File: config.mk
export PLATFORM = sky130hd
export DESIGN_NAME = mult_accum
export DESIGN_NICKNAME = d
export VERILOG_FILES = /design/src/rtl/mult_accum.sv
export SDC_FILE = /design/constraint.sdc
export NUM_CORES = 1
export LEC_CHECK = 0
export BUFFER_PORTS_ARGS = -buffer_cell sky130_fd_sc_hd__buf_2
export CAP_MARGIN = 30
export CORE_MARGIN = 4
export CORE_UTILIZATION = 51
export CTS_CLUSTER_SIZE = 28
export DETAILED_ROUTE_END_ITERATION = 7
export PLACE_DENSITY = 0.77
export SYNTH_ARGS = -nofsm -noshare
export SYNTH_HDL_FRONTEND = slang
export SYNTH_SLANG_ARGS = --single-unit
File: constraint.sdc
create_clock -name clk -period 2.2 [get_ports clk]
set_input_delay 0.22 -clock clk [delete_from_list [all_inputs] [get_ports clk]]
set_output_delay 0.22 -clock clk [all_outputs]
set_load 0.1 [all_outputs]
File: src/rtl/mult_accum.sv
// rtl/mult_accum.sv - accumulates LEN unsigned products into one handshaked result
// Build macro MULT_ACCUM_SAT_EN selects saturating (defined) or wrapping (undefined) accumulation.
module mult_accum #(
  parameter int N     = 4,
  parameter int LEN   = 4,
  parameter int ACC_W = 2*N+2
) (
  input  logic             clk,
  input  logic             rst_n,
  input  logic             start,
  input  logic [2*N-1:0]   P,
  input  logic             p_valid,
  output logic             p_ready,
  output logic [ACC_W-1:0] acc,
  output logic             acc_valid,
  input  logic             acc_ready,
  output logic             busy,
  output logic             ovf
);

  localparam int CNT_W = (LEN > 1) ? $clog2(LEN) : 1;
  localparam int SUM_W = ((ACC_W > 2*N) ? ACC_W : 2*N) + 1;
  localparam logic [CNT_W-1:0] LAST = CNT_W'(LEN-1);

  typedef enum logic [1:0] {S_IDLE, S_ACCUM, S_HOLD} state_t;

  state_t             r_state;
  logic [ACC_W-1:0]   r_acc;
  logic [CNT_W-1:0]   r_count;
  logic               r_p_ready;
  logic               r_acc_valid;
  logic               r_busy;
  logic               r_ovf;

  logic [SUM_W-1:0]   w_sum;
  logic               w_ovf;
  logic [ACC_W-1:0]   w_acc_next;

  // Sum is one bit wider than either operand so the true sum is never lost.
  assign w_sum = SUM_W'(r_acc) + SUM_W'(P);
  assign w_ovf = w_sum > SUM_W'({ACC_W{1'b1}});

`ifdef MULT_ACCUM_SAT_EN
  assign w_acc_next = w_ovf ? {ACC_W{1'b1}} : w_sum[ACC_W-1:0];
`else
  assign w_acc_next = w_sum[ACC_W-1:0];
`endif

  always_ff @(posedge clk or negedge rst_n) begin
    if (!rst_n) begin
      r_state     <= S_IDLE;
      r_acc       <= '0;
      r_count     <= '0;
      r_p_ready   <= 1'b0;
      r_acc_valid <= 1'b0;
      r_busy      <= 1'b0;
      r_ovf       <= 1'b0;
    end else begin
      case (r_state)
        S_IDLE: begin
          if (start) begin
            r_state   <= S_ACCUM;
            r_acc     <= '0;
            r_count   <= '0;
            r_ovf     <= 1'b0;
            r_p_ready <= 1'b1;
            r_busy    <= 1'b1;
          end
        end
        S_ACCUM: begin
          if (p_valid) begin
            r_acc   <= w_acc_next;
            r_count <= r_count + CNT_W'(1);
            if (w_ovf) r_ovf <= 1'b1;
            if (r_count == LAST) begin
              r_state     <= S_HOLD;
              r_p_ready   <= 1'b0;
              r_acc_valid <= 1'b1;
            end
          end
        end
        S_HOLD: begin
          // start alongside acc_ready chains straight into the next accumulation.
          if (acc_ready) begin
            r_acc_valid <= 1'b0;
            if (start) begin
              r_state   <= S_ACCUM;
              r_acc     <= '0;
              r_count   <= '0;
              r_ovf     <= 1'b0;
              r_p_ready <= 1'b1;
            end else begin
              r_state <= S_IDLE;
              r_busy  <= 1'b0;
            end
          end
        end
        default: begin
          r_state     <= S_IDLE;
          r_p_ready   <= 1'b0;
          r_acc_valid <= 1'b0;
          r_busy      <= 1'b0;
        end
      endcase
    end
  end

  assign p_ready   = r_p_ready;
  assign acc       = r_acc;
  assign acc_valid = r_acc_valid;
  assign busy      = r_busy;
  assign ovf       = r_ovf;

endmodule
==> results.sh, run 1 <==
export IMPL_status="completed"
export IMPL_drive_gt1_frac=0.257
export IMPL_cts_setup_buffers=0
export IMPL_synth_seq_cells=18
export IMPL_drt_wl_total_microns=2250
export IMPL_required_ps=2380
export IMPL_via_per_inst=5.57
export IMPL_finish_net_count=164
export IMPL_place_ws_ps=141
export IMPL_worst_slew_pin_slew_ps=502
export IMPL_cts_root_buf="clkbuf_4"
export IMPL_regToRegEndpoint="acc[6]"
export IMPL_antenna_cells=0
export IMPL_clock_skew_ps=10.5
export IMPL_dr_pass1_iters=4
export IMPL_h_tree_depth=1
export IMPL_ioPinCount=27
export IMPL_startpoint_type="flip-flop"
export IMPL_setup_viol=0
export IMPL_reg2reg_from="acc[0]"
export IMPL_cp_end_kind="flip-flop"
export IMPL_final_hold_viol_count=0
export IMPL_vias=930
export IMPL_grt_ovfl_total=0
export IMPL_die_h_microns=53.7
export IMPL_ys_types=32
export IMPL_place_port_buffers=26
export IMPL_antenna_found_initial=0
export IMPL_timing_final_ws_setup_ps=104
export IMPL_relSlewSlack=0.665
export IMPL_start_util=0.539
export IMPL_seq_area_frac_synth=0.422
export IMPL_holdBufCountCts=1
export IMPL_cts_tree="done"
export IMPL_synth_nets=133
export IMPL_criticalPathCategory="flip-flop to flip-flop"
export IMPL_postSynthAreaPerCell_sq_um=9.70
export IMPL_cp_max_fo=3
export IMPL_grt_pass1_vias=903
export IMPL_fillers=176
export IMPL_ant_nets=0
export IMPL_clock_sinks=18
export IMPL_die_w_microns=53.7
export IMPL_path_clk_slew_ps=110
export IMPL_cap_violations=0
export IMPL_layout_commonest_cell="buf_2"
export IMPL_finalCriticalPeriod_ps=2100
export IMPL_postCtsResizedCells=0
export IMPL_drc=0
export IMPL_numCtsBuffers=3
export IMPL_fmax_mhz=477
export IMPL_core_rowCount=16
export IMPL_syn_area_sq_mm=0.00107
export IMPL_yosys_warnings=0
export IMPL_most_common_layout_cells="buf_2 (26), nand2_1 (17), dfrtp_1 (13), o21ai_0 (12), ha_1 (9)"
export IMPL_cts_path_max_buffers=2
export IMPL_crit_start="acc[0]"
export IMPL_hold_path_class="input port to flip-flop"
export IMPL_rrSetupSlack_ps=100
export IMPL_dr_first_iter_drc_count=7
export IMPL_synthCells=110
export IMPL_gp_congestion=0.862
export IMPL_grt_max_degree=19
export IMPL_min_period_over_period=0.953
export IMPL_coreArea_sq_mm=0.00198
export IMPL_drt_wirelength_per_cell_microns=13.5
export IMPL_grt_pass1_wl_microns=3760
export IMPL_dpl_hpwl_microns=1730
export IMPL_r2r_cells=8
export IMPL_rsz0062_at_grt="no"
export IMPL_area_growth_synth_to_final_pct=18.9
export IMPL_dieArea_sq_mm=0.00289
export IMPL_clock_latency_ps=290
export IMPL_maxSlewViolCount=0
export IMPL_crit_arrival_ps=2280
export IMPL_track_usage=0.180
export IMPL_setup_worst_path_end="acc[6]"
state kept, by name (all words and copies together) (netlist names):
signal	cells
r_count	2
acc	10
r_state	2
acc_valid	1
p_ready	1
ovf	1
busy	1
layout make-up:
cell class | instances | area [sq um] | area share
clock buffers | 4 | 26.3 | 0.0207
inverters | 3 | 11.3 | 0.00888
multi-input cells | 88 | 601 | 0.473
flip-flops and latches | 18 | 457 | 0.360
well taps | 27 | 33.8 | 0.0266
repair buffers | 27 | 140 | 0.110
critical path, cell delays in order, from the launching register on:
cell and delay (ps):
dfrtp_2 430, ha_1 200, inv_1 70, fa_1 240, nor2b_4 60, o31a_1 270, o21a_1 190, or3_1 300
a32o_1 240
per-stage QoR:
| step | util | std cells | cell area, sq um | setup TNS, ps | hold slack (ps) |
|---|---|---|---|---|---|
| finish | 0.640 | 167 | 1270 | 0 | 205 |
| global route | 0.640 | 167 | 1270 | 0 | 227 |
| CTS | 0.640 | 167 | 1270 | 0 | 197 |
| detailed placement | 0.622 | 162 | 1230 | 0 | 178 |
| global placement | 0.622 | 162 | 1230 | 0 | 172 |
| floorplan | - | 110 | 1070 | -87.6 | -75.6 |
cell families after synthesis:
kind of cell             after synthesis  share of synthesized area
AO/OA/AOI/OAI                         35                      0.210
AND/OR/NAND/NOR                       37                      0.177
adder cells (fa/ha/maj)               10                      0.124
buffers and inverters                  4                     0.0152
XOR/XNOR                               4                     0.0328
flip-flops                            18                      0.422
multiplexers                           2                     0.0188
layer usage:
layer  wire length, microns  up-vias  GRT usage
met5                      0        -          0
met4                     40        0     0.0851
met3                     86        6     0.0360
met2                   1100       21      0.302
met1                   1030      443      0.219
li1                       -      460          -
Yosys cell counts:
library cell   n  area share
xor2_1         3       0.025
o21ai_1        2      0.0094
nand2b_1       3       0.018
a21o_1         2       0.014
mux2i_1        2       0.019
nor2b_4        1       0.013
nor2_1         5       0.018
nor2b_1        1      0.0059
a41oi_1        1      0.0082
xnor2_1        1      0.0082
dfrtp_1       18        0.42
or3_1          1      0.0059
nand2_1       17       0.060
nand4_1        1      0.0059
and2_1         2       0.012
a21oi_1        6       0.028
and3_1         3       0.018
a2111o_1       1       0.011
o21a_1         3       0.021
a21oi_2        1      0.0082
buf_2          1      0.0047
a32o_1         1      0.0094
o22ai_1        1      0.0059
a31oi_1        1      0.0059
a22o_1         3       0.025
nand3b_1       2       0.014
o21ai_0       12       0.056
ha_1           9        0.11
fa_1           1       0.019
inv_1          3       0.011
and3b_1        1      0.0082
o31a_1         1      0.0082
how the worst min path moves through the flow:
stage | start | end | slack [ps] | cells after the start
2_1_floorplan | rst_n | acc[0] | -80 | 0
3_3_place_gp | rst_n | acc[6] | 170 | 1
3_5_place_dp | rst_n | acc[6] | 180 | 1
4_1_cts | p_valid | r_state[1] | 200 | 3
5_1_grt | p_valid | r_state[1] | 230 | 3
6_report | acc_ready | acc_valid | 210 | 4
Power of run 1 is left out: the tool's default activity adds up to more than one toggle a clock period on the data nets, which glitch-free logic cannot reach.
==> run 2: changes to the inputs <==
==> constraint.sdc (replaced) <==
create_clock -name clk -period 2.2 [get_ports clk]
set_input_delay 0.44 -clock clk [delete_from_list [all_inputs] [get_ports clk]]
set_output_delay 0.44 -clock clk [all_outputs]
set_load 0.1 [all_outputs]
==> results.sh, run 2 (synthesis results as in run 1) <==
export IMPL_status="completed"
export IMPL_cts_root_buf="clkbuf_4"
export IMPL_relSlewSlack=0.666
export IMPL_place_port_buffers=26
export IMPL_antenna_found_initial=0
export IMPL_criticalPathCategory="flip-flop to flip-flop"
export IMPL_drive_gt1_frac=0.279
export IMPL_ioPinCount=27
export IMPL_die_h_microns=53.7
export IMPL_drc=0
export IMPL_dr_pass1_iters=4
export IMPL_dr_first_iter_drc_count=10
export IMPL_fillers=171
export IMPL_utilization=0.645
export IMPL_hold_path_class="input port to async pin"
export IMPL_die_w_microns=53.7
export IMPL_coreArea_sq_mm=0.00198
export IMPL_numCtsBuffers=3
export IMPL_crit_arrival_ps=2270
export IMPL_vias=945
export IMPL_cp_end_kind="flip-flop"
export IMPL_area_growth_synth_to_final_pct=19.8
export IMPL_dieArea_sq_mm=0.00289
export IMPL_most_common_layout_cells="buf_2 (26), nand2_1 (17), dfrtp_1 (13), o21ai_0 (12), ha_1 (9)"
export IMPL_core_rowCount=16
export IMPL_cts_path_max_buffers=2
export IMPL_maxSlewViolCount=0
export IMPL_dpl_hpwl_microns=1910
export IMPL_finish_net_count=164
export IMPL_finalCriticalPeriod_ps=2080
export IMPL_gp_congestion=0.827
export IMPL_clock_sinks=18
export IMPL_path_clk_slew_ps=110
export IMPL_cts_setup_buffers=0
export IMPL_ant_nets=0
export IMPL_final_hold_viol_count=0
export IMPL_track_usage=0.208
export IMPL_grt_pass1_wl_microns=4270
export IMPL_grt_pass1_vias=989
export IMPL_clock_latency_ps=290
export IMPL_antenna_cells=0
export IMPL_drt_wirelength_per_cell_microns=14.8
export IMPL_cp_max_fo=3
export IMPL_largest_reg_flops=10
export IMPL_drt_wl_total_microns=2480
export IMPL_grt_ovfl_total=0
export IMPL_layout_commonest_cell="buf_2"
export IMPL_startpoint_type="flip-flop"
export IMPL_h_tree_depth=1
export IMPL_grt_max_degree=19
export IMPL_rsz0062_at_grt="no"
export IMPL_via_per_inst=5.66
export IMPL_clock_skew_ps=4.52
export IMPL_worst_slew_pin_slew_ps=501
export IMPL_fmax_mhz=482
export IMPL_start_util=0.539
export IMPL_cap_violations=0
export IMPL_required_ps=2390
export IMPL_min_period_over_period=0.943
export IMPL_setup_viol=0
export IMPL_cts_tree="done"
## run 2: final timing paths
check	from	endpoint	slack (ps)	depth (start not counted)
worst max-delay path	acc[0]	acc[6]	120	8
worst min-delay path	rst_n	acc[6]	50	1
worst max register to register	acc[0]	acc[6]	120	8
worst min register to register	p_ready	p_ready	500	2
max in group asynchronous	rst_n	acc[3]	1830	1
min in group clk	acc_ready	acc_valid	430	4
## run 2: routing by layer
metal	routed length [microns]	share of wire	global-route usage
met2	1290	0.52	0.359
met3	74	0.030	0.0388
met5	0	0	0
met1	1050	0.42	0.228
met4	61	0.025	0.140
## run 2: layout make-up
class                      instances  area, sq um  share of cell area
inverter                           3         11.3             0.00881
multi-input combinational         88          603               0.472
clock buffer                       4         36.3              0.0284
tap                               27         33.8              0.0264
timing repair buffer              27          138               0.108
sequential                        18          457               0.357
## run 2: repair_timing
item | in CTS | in global routing
hold buffers | 0 | 0
endpoints found under the setup margin | 0 | 1
hold endpoints to repair | 0 | 0
resized for setup | 0 | 1
## run 2: worst max-delay path: stages, from the launching register on
cell	delay, ps
dfrtp_2	430
ha_1	210
inv_1	80
fa_2	240
nor2b_4	50
o31a_1	250
o21a_1	180
or3_1	300
a32o_1	250
## run 2: per-stage QoR
stage	setup TNS (ps)	std cells	hold slack [ps]	setup slack [ps]	area, sq um
floorplan	-87.6	110	144	-87.6	1070
global placement	0	163	395	32.2	1240
detailed placement	-14.5	163	398	-14.5	1240
CTS	0	167	69.1	96.9	1280
global route	0	167	67.0	16.9	1280
finish	0	167	52.9	125	1280
Power of run 2 is left out for the same reason.
